## src/rtl/calc_pkg.sv

```systemverilog
// Shared types and constants for the calculator sequencer: state encoding,
// opcode values and display-select codes.
package calc_pkg;

    typedef enum logic [2:0] {
        ST_NUM1 = 3'd0,
        ST_NUM2 = 3'd1,
        ST_OP   = 3'd2,
        ST_EXEC = 3'd3,
        ST_SHOW = 3'd4
    } state_t;

    localparam logic [1:0] OP_ADD = 2'b00;
    localparam logic [1:0] OP_SUB = 2'b01;
    localparam logic [1:0] OP_MUL = 2'b10;
    localparam logic [1:0] OP_DIV = 2'b11;

    localparam logic [1:0] DISP_SWITCHES = 2'b00;
    localparam logic [1:0] DISP_OPCODE   = 2'b01;
    localparam logic [1:0] DISP_RESULT   = 2'b10;

    // Display source shown while sitting in a given state.
    function automatic logic [1:0] disp_for(input state_t s);
        logic [1:0] d;
        d = DISP_SWITCHES;
        case (s)
            ST_NUM1, ST_NUM2: d = DISP_SWITCHES;
            ST_OP, ST_EXEC:   d = DISP_OPCODE;
            ST_SHOW:          d = DISP_RESULT;
            default:          d = DISP_SWITCHES;
        endcase
        return d;
    endfunction

endpackage

```

## src/rtl/calc_sequencer_exec_watchdog.sv

```systemverilog
// EXEC-state watchdog: counts enabled cycles from a cleared start and flags the
// TIMEOUT_CYC-th cycle so the sequencer can abandon a hung ALU.
module exec_watchdog #(
    parameter int TIMEOUT_CYC = 64
) (
    input  logic clk,
    input  logic rst_n,
    input  logic clear,
    input  logic enable,
    output logic expired
);

    localparam int CNT_W = $clog2(TIMEOUT_CYC + 1);

    logic [CNT_W-1:0] count;

    always_ff @(posedge clk or negedge rst_n) begin
        if (!rst_n) begin
            count <= '0;
        end else if (clear) begin
            count <= '0;
        end else if (enable && !expired) begin
            count <= count + CNT_W'(1);
        end
    end

    // Asserted during the last allowed cycle, so the state leaves on the edge
    // that closes cycle TIMEOUT_CYC.
    assign expired = enable && (count == CNT_W'(TIMEOUT_CYC - 1));

endmodule

```

## src/rtl/calc_sequencer.sv

```systemverilog
// Calculator sequencer: operand/opcode entry, ALU launch/completion and result
// display. Optional macro CALC_DIV0_TRAP_EN traps divide-by-zero before launch.
module calc_sequencer
    import calc_pkg::*;
#(
    parameter int DATA_W      = 16,
    parameter int RES_W       = 32,
    parameter int TIMEOUT_CYC = 64
) (
    input  logic              clk,
    input  logic              rst_n,
    input  logic              next_pulse,
    input  logic              prev_pulse,
    input  logic [DATA_W-1:0] switches,
    input  logic              alu_done,
    input  logic [RES_W-1:0]  alu_result,
    output logic              alu_start,
    output logic [DATA_W-1:0] operand_a,
    output logic [DATA_W-1:0] operand_b,
    output logic [1:0]        op_code,
    output logic [RES_W-1:0]  result,
    output logic [1:0]        disp_sel,
    output logic [2:0]        stage,
    output logic              error
);

    // ALU handshake: alu_start is a one-cycle launch pulse with no backpressure;
    // alu_done is a one-cycle pulse qualifying alu_result, honoured only in EXEC.

    state_t state;
    logic   next_only;
    logic   prev_only;
    logic   wd_expired;

    assign next_only = next_pulse & ~prev_pulse;
    assign prev_only = prev_pulse & ~next_pulse;
    assign stage     = state;

    exec_watchdog #(
        .TIMEOUT_CYC(TIMEOUT_CYC)
    ) u_watchdog (
        .clk    (clk),
        .rst_n  (rst_n),
        .clear  (state != ST_EXEC),
        .enable (state == ST_EXEC),
        .expired(wd_expired)
    );

    always_ff @(posedge clk or negedge rst_n) begin
        if (!rst_n) begin
            state     <= ST_NUM1;
            operand_a <= '0;
            operand_b <= '0;
            op_code   <= OP_ADD;
            result    <= '0;
            alu_start <= 1'b0;
            error     <= 1'b0;
            disp_sel  <= DISP_SWITCHES;
        end else begin
            alu_start <= 1'b0;
            case (state)
                ST_NUM1: begin
                    if (next_only) begin
                        operand_a <= switches;
                        state     <= ST_NUM2;
                        disp_sel  <= disp_for(ST_NUM2);
                    end
                end
                ST_NUM2: begin
                    if (next_only) begin
                        operand_b <= switches;
                        state     <= ST_OP;
                        disp_sel  <= disp_for(ST_OP);
                    end else if (prev_only) begin
                        state    <= ST_NUM1;
                        disp_sel <= disp_for(ST_NUM1);
                    end
                end
                ST_OP: begin
                    if (next_only) begin
                        op_code <= switches[1:0];
`ifdef CALC_DIV0_TRAP_EN
                        if (switches[1:0] == OP_DIV && operand_b == '0) begin
                            error    <= 1'b1;
                            result   <= '1;
                            state    <= ST_SHOW;
                            disp_sel <= disp_for(ST_SHOW);
                        end else begin
                            alu_start <= 1'b1;
                            state     <= ST_EXEC;
                            disp_sel  <= disp_for(ST_EXEC);
                        end
`else
                        alu_start <= 1'b1;
                        state     <= ST_EXEC;
                        disp_sel  <= disp_for(ST_EXEC);
`endif
                    end else if (prev_only) begin
                        state    <= ST_NUM2;
                        disp_sel <= disp_for(ST_NUM2);
                    end
                end
                ST_EXEC: begin
                    // A done arriving with the timeout still completes normally.
                    if (alu_done) begin
                        result   <= alu_result;
                        state    <= ST_SHOW;
                        disp_sel <= disp_for(ST_SHOW);
                    end else if (wd_expired) begin
                        error    <= 1'b1;
                        result   <= '0;
                        state    <= ST_SHOW;
                        disp_sel <= disp_for(ST_SHOW);
                    end
                end
                ST_SHOW: begin
                    if (next_only) begin
                        error    <= 1'b0;
                        state    <= ST_NUM1;
                        disp_sel <= disp_for(ST_NUM1);
                    end else if (prev_only) begin
                        state    <= ST_OP;
                        disp_sel <= disp_for(ST_OP);
                    end
                end
                default: begin
                    state    <= ST_NUM1;
                    disp_sel <= DISP_SWITCHES;
                end
            endcase
        end
    end

endmodule
```

## config.mk

```make
export PLATFORM = sky130hd
export DESIGN_NAME = calc_sequencer
export DESIGN_NICKNAME = d
export VERILOG_FILES = /design/src/rtl/calc_pkg.sv /design/src/rtl/calc_sequencer_exec_watchdog.sv /design/src/rtl/calc_sequencer.sv
export SDC_FILE = /design/constraint.sdc
export NUM_CORES = 1
export LEC_CHECK = 0
export BUFFER_PORTS_ARGS = -buffer_cell sky130_fd_sc_hd__buf_2
export CAP_MARGIN = 10
export CORE_UTILIZATION = 48
export CTS_CLUSTER_DIAMETER = 50
export CTS_CLUSTER_SIZE = 10
export DETAILED_ROUTE_END_ITERATION = 7
export PLACE_DENSITY = 0.79
export REMOVE_ABC_BUFFERS = 1
export SYNTH_ARGS = -nofsm -noshare
export SYNTH_HDL_FRONTEND = slang
export SYNTH_SLANG_ARGS = --single-unit
```

## constraint.sdc

```tcl
create_clock -name clk -period 1.75 [get_ports clk]
set_input_delay 0.175 -clock clk [delete_from_list [all_inputs] [get_ports clk]]
set_output_delay 0.175 -clock clk [all_outputs]
set_load 0.02 [all_outputs]
```

==> impl_results.md <==
* Chip Width at 83.4 um
* DRC at 0
* Vias in the first global route at between 2k and 2.5k
* Hold Path Class: in -> reg
* Max Cap Viol at 0
* Clk_lat worst skew at roughly 0.34 ns
* EDFF count, synth at 0
* Setup CP Type: reg -> reg
* Worst VDD drop at 1020 uV
* Most used DFF post-synth: dfrtp_1
* WL/cell at about 16 um
* Fin. max-slew vios at 0
* Cell Area, Synth at between 3000 and 4000 um2
* Power Density at approximately 1800 nW/um2
* Routed wire length at 6930 um
* Layout cell share with drive strength beyond 1 at between 50 and 60%
* Final cycle utilization of the critical path at 94.2%
* N_diodes at 0
* Final ANT Viol Nets at 0
* CTS buffer count at 9
* Worst setup EP type: register
* P_leak at 2.14 nW
* CP Data Arrival Time at 1.88 ns
* Top Ports at 126
* CP Max Fanout at 13
* Site row count at 29
* Register area share after synthesis at between 60 and 70%
* CTS tree: done
* Final nets at slightly above 400
* Final Cell Area at approximately 4200 um2
* Port Buffers at 125
* CTS Root Cell: clkbuf_8
* Commonest non-fill, non-tap cell in the layout: buf_2
* Global-route wire length before repair at 11300 um
* Clk_skew at 0.0109 ns
* Max Fclk at 607 MHz
* Util after Layout at 65.2%
* Final GP Congestion at 0.822
* Die Ht at ~83 um
* Final Hold Viols at 0
* H-tree Lvls at 3
* GR Overflow Total at 0
* Most frequent cells in the layout: buf_2 (124), dfrtp_1 (78), mux2_2 (36), a22o_1 (32)
* Post-layout min period at 1.65 ns
* Post-DP HPWL at 4780 um
* Yosys cell types at 35
* Synth Instances at around 220
* CORE AREA at 6390 um2
* CTS Sinks at 80
* Synthesis warning total at 0
* Synth area leaders: dfrtp_1 (63%), mux2_2 (13%), a22o_1 (8.8%)
* Initial antenna violation count at 0
* Largest net degree at the start of global routing at 66
* RSZ-0062 raised after global routing: false
* Pre-Repair DR Iteration Count at 4
* Finished Layout Cells at 438
* Synth Register Bits at 80
* Max_slew headroom at between 70 and 80%
* Power Total at 7.61 mW
* Mean post-synth cell area at around 14 um2
* Ys async rst share at 100%
* Hold_ws at 0.0562 ns
* Initial DRC count at 201
* Area leader, netlist: dfrtp_1
* Post-synth top area share at a little over three fifths
* Crit start category: register
* Critical Path RT at 1.98 ns
* Vias per inst at 5.35
* Starting density of the core at approximately 50%
* Measured slew at the worst slew-check pin at 0.397 ns
* Reg clk slew, reported paths at 0.08 ns
* GRT Total Usage at a little over a fifth
* DP Area at 3950 um2
* Setup Viol. Count Final at 0
* Die area at 6960 um2
* CTS max path bufs at 2
* Via count at around 2.3k
* Layout area overhead at 30.8%
* Outcome: completed
* Inst Count DP at 420
-- synthesized netlist by cell type (all sizes together), types with 2 or more instances --
| cell | n |
|---|---|
| nand2 | 4 |
| o211a | 2 |
| a21oi | 9 |
| inv | 5 |
| buf | 12 |
| mux2 | 36 |
| nor4 | 2 |
| nor2 | 9 |
| dfrtp | 80 |
| nand3 | 3 |
| and4bb | 3 |
| ha | 3 |
| nand2b | 2 |
| o21ai | 5 |
| a22o | 32 |
-- logic make-up after synthesis --
kind of cell    share of synthesized area (%)
buf+inv                                  2.91
xor+xnor                                0.550
flops                                    62.9
fa+ha+maj                                1.18
simple gates                             6.13
mux                                      13.1
compound gates                           13.3
-- flip-flops by register name, indices dropped and copies added (netlist names), 2 cells and up --
signal	cells
operand_a	16
op_code	2
u_watchdog.count	7
result	32
stage	3
operand_b	16
disp_sel	2
-- final timing paths --
kind                                 from           end  slack (ns)  depth (start not counted)
max in group asynchronous           rst_n      stage[1]        0.90                          3
hold / removal             alu_result[22]    result[22]        0.06                          2
setup / recovery                 stage[2]   disp_sel[0]        0.10                          3
hold reg to reg                 result[2]     result[2]        0.50                          1
min in group asynchronous           rst_n  operand_a[3]        0.23                          2
setup reg to reg                 stage[2]   disp_sel[0]        0.10                          3
-- per-stage QoR --
stage | setup slack (ns) | setup TNS (ns)
2_1_floorplan | -0.549 | -18.60
6_report | 0.102 | 0
3_3_place_gp | 0.0724 | 0
3_5_place_dp | 0.0819 | 0
5_1_grt | 0.00205 | 0
4_1_cts | 0.0575 | 0
-- final cells by class --
| cell class | count | area, um2 |
|---|---|---|
| clock buffer | 10 | 128 |
| tap | 77 | 96.3 |
| timing repair buffer | 134 | 761 |
| fill | 482 | 2220 |
| multi-input combinational | 126 | 1090 |
| clock inverter | 6 | 60.1 |
| inverter | 5 | 18.8 |
| sequential | 80 | 2000 |
-- where the power goes --
group / total (mW) / switching [mW] / internal (mW)
clock network: 1.29 / 0.634 / 0.652
logic: 3.16 / 1.81 / 1.36
registers: 3.16 / 0.493 / 2.66
total: 7.61 / 2.93 / 4.67
-- repair_timing --
| action | CTS | global route |
|---|---|---|
| buffers inserted | 0 | 1 |
| hold buffers | 1 | 0 |
| endpoints found under the setup margin | 0 | 32 |
| resized for setup | 0 | 3 |
| endpoints found under the hold margin | 15 | 0 |
-- routing by layer --
metal,share of wire (%),GRT usage (%)
met1,42,26.6
met5,0,0
met3,3.8,4.77
met4,3.3,11.2
met2,51,33.8
-- worst max-delay path, cell delays in order, from the launching register on --
cell and delay, ns:
dfrtp_1 0.59, and4bb_2 0.32, a311o_1 0.36, mux2_2 0.27
(Power assumes the default switching activity.)
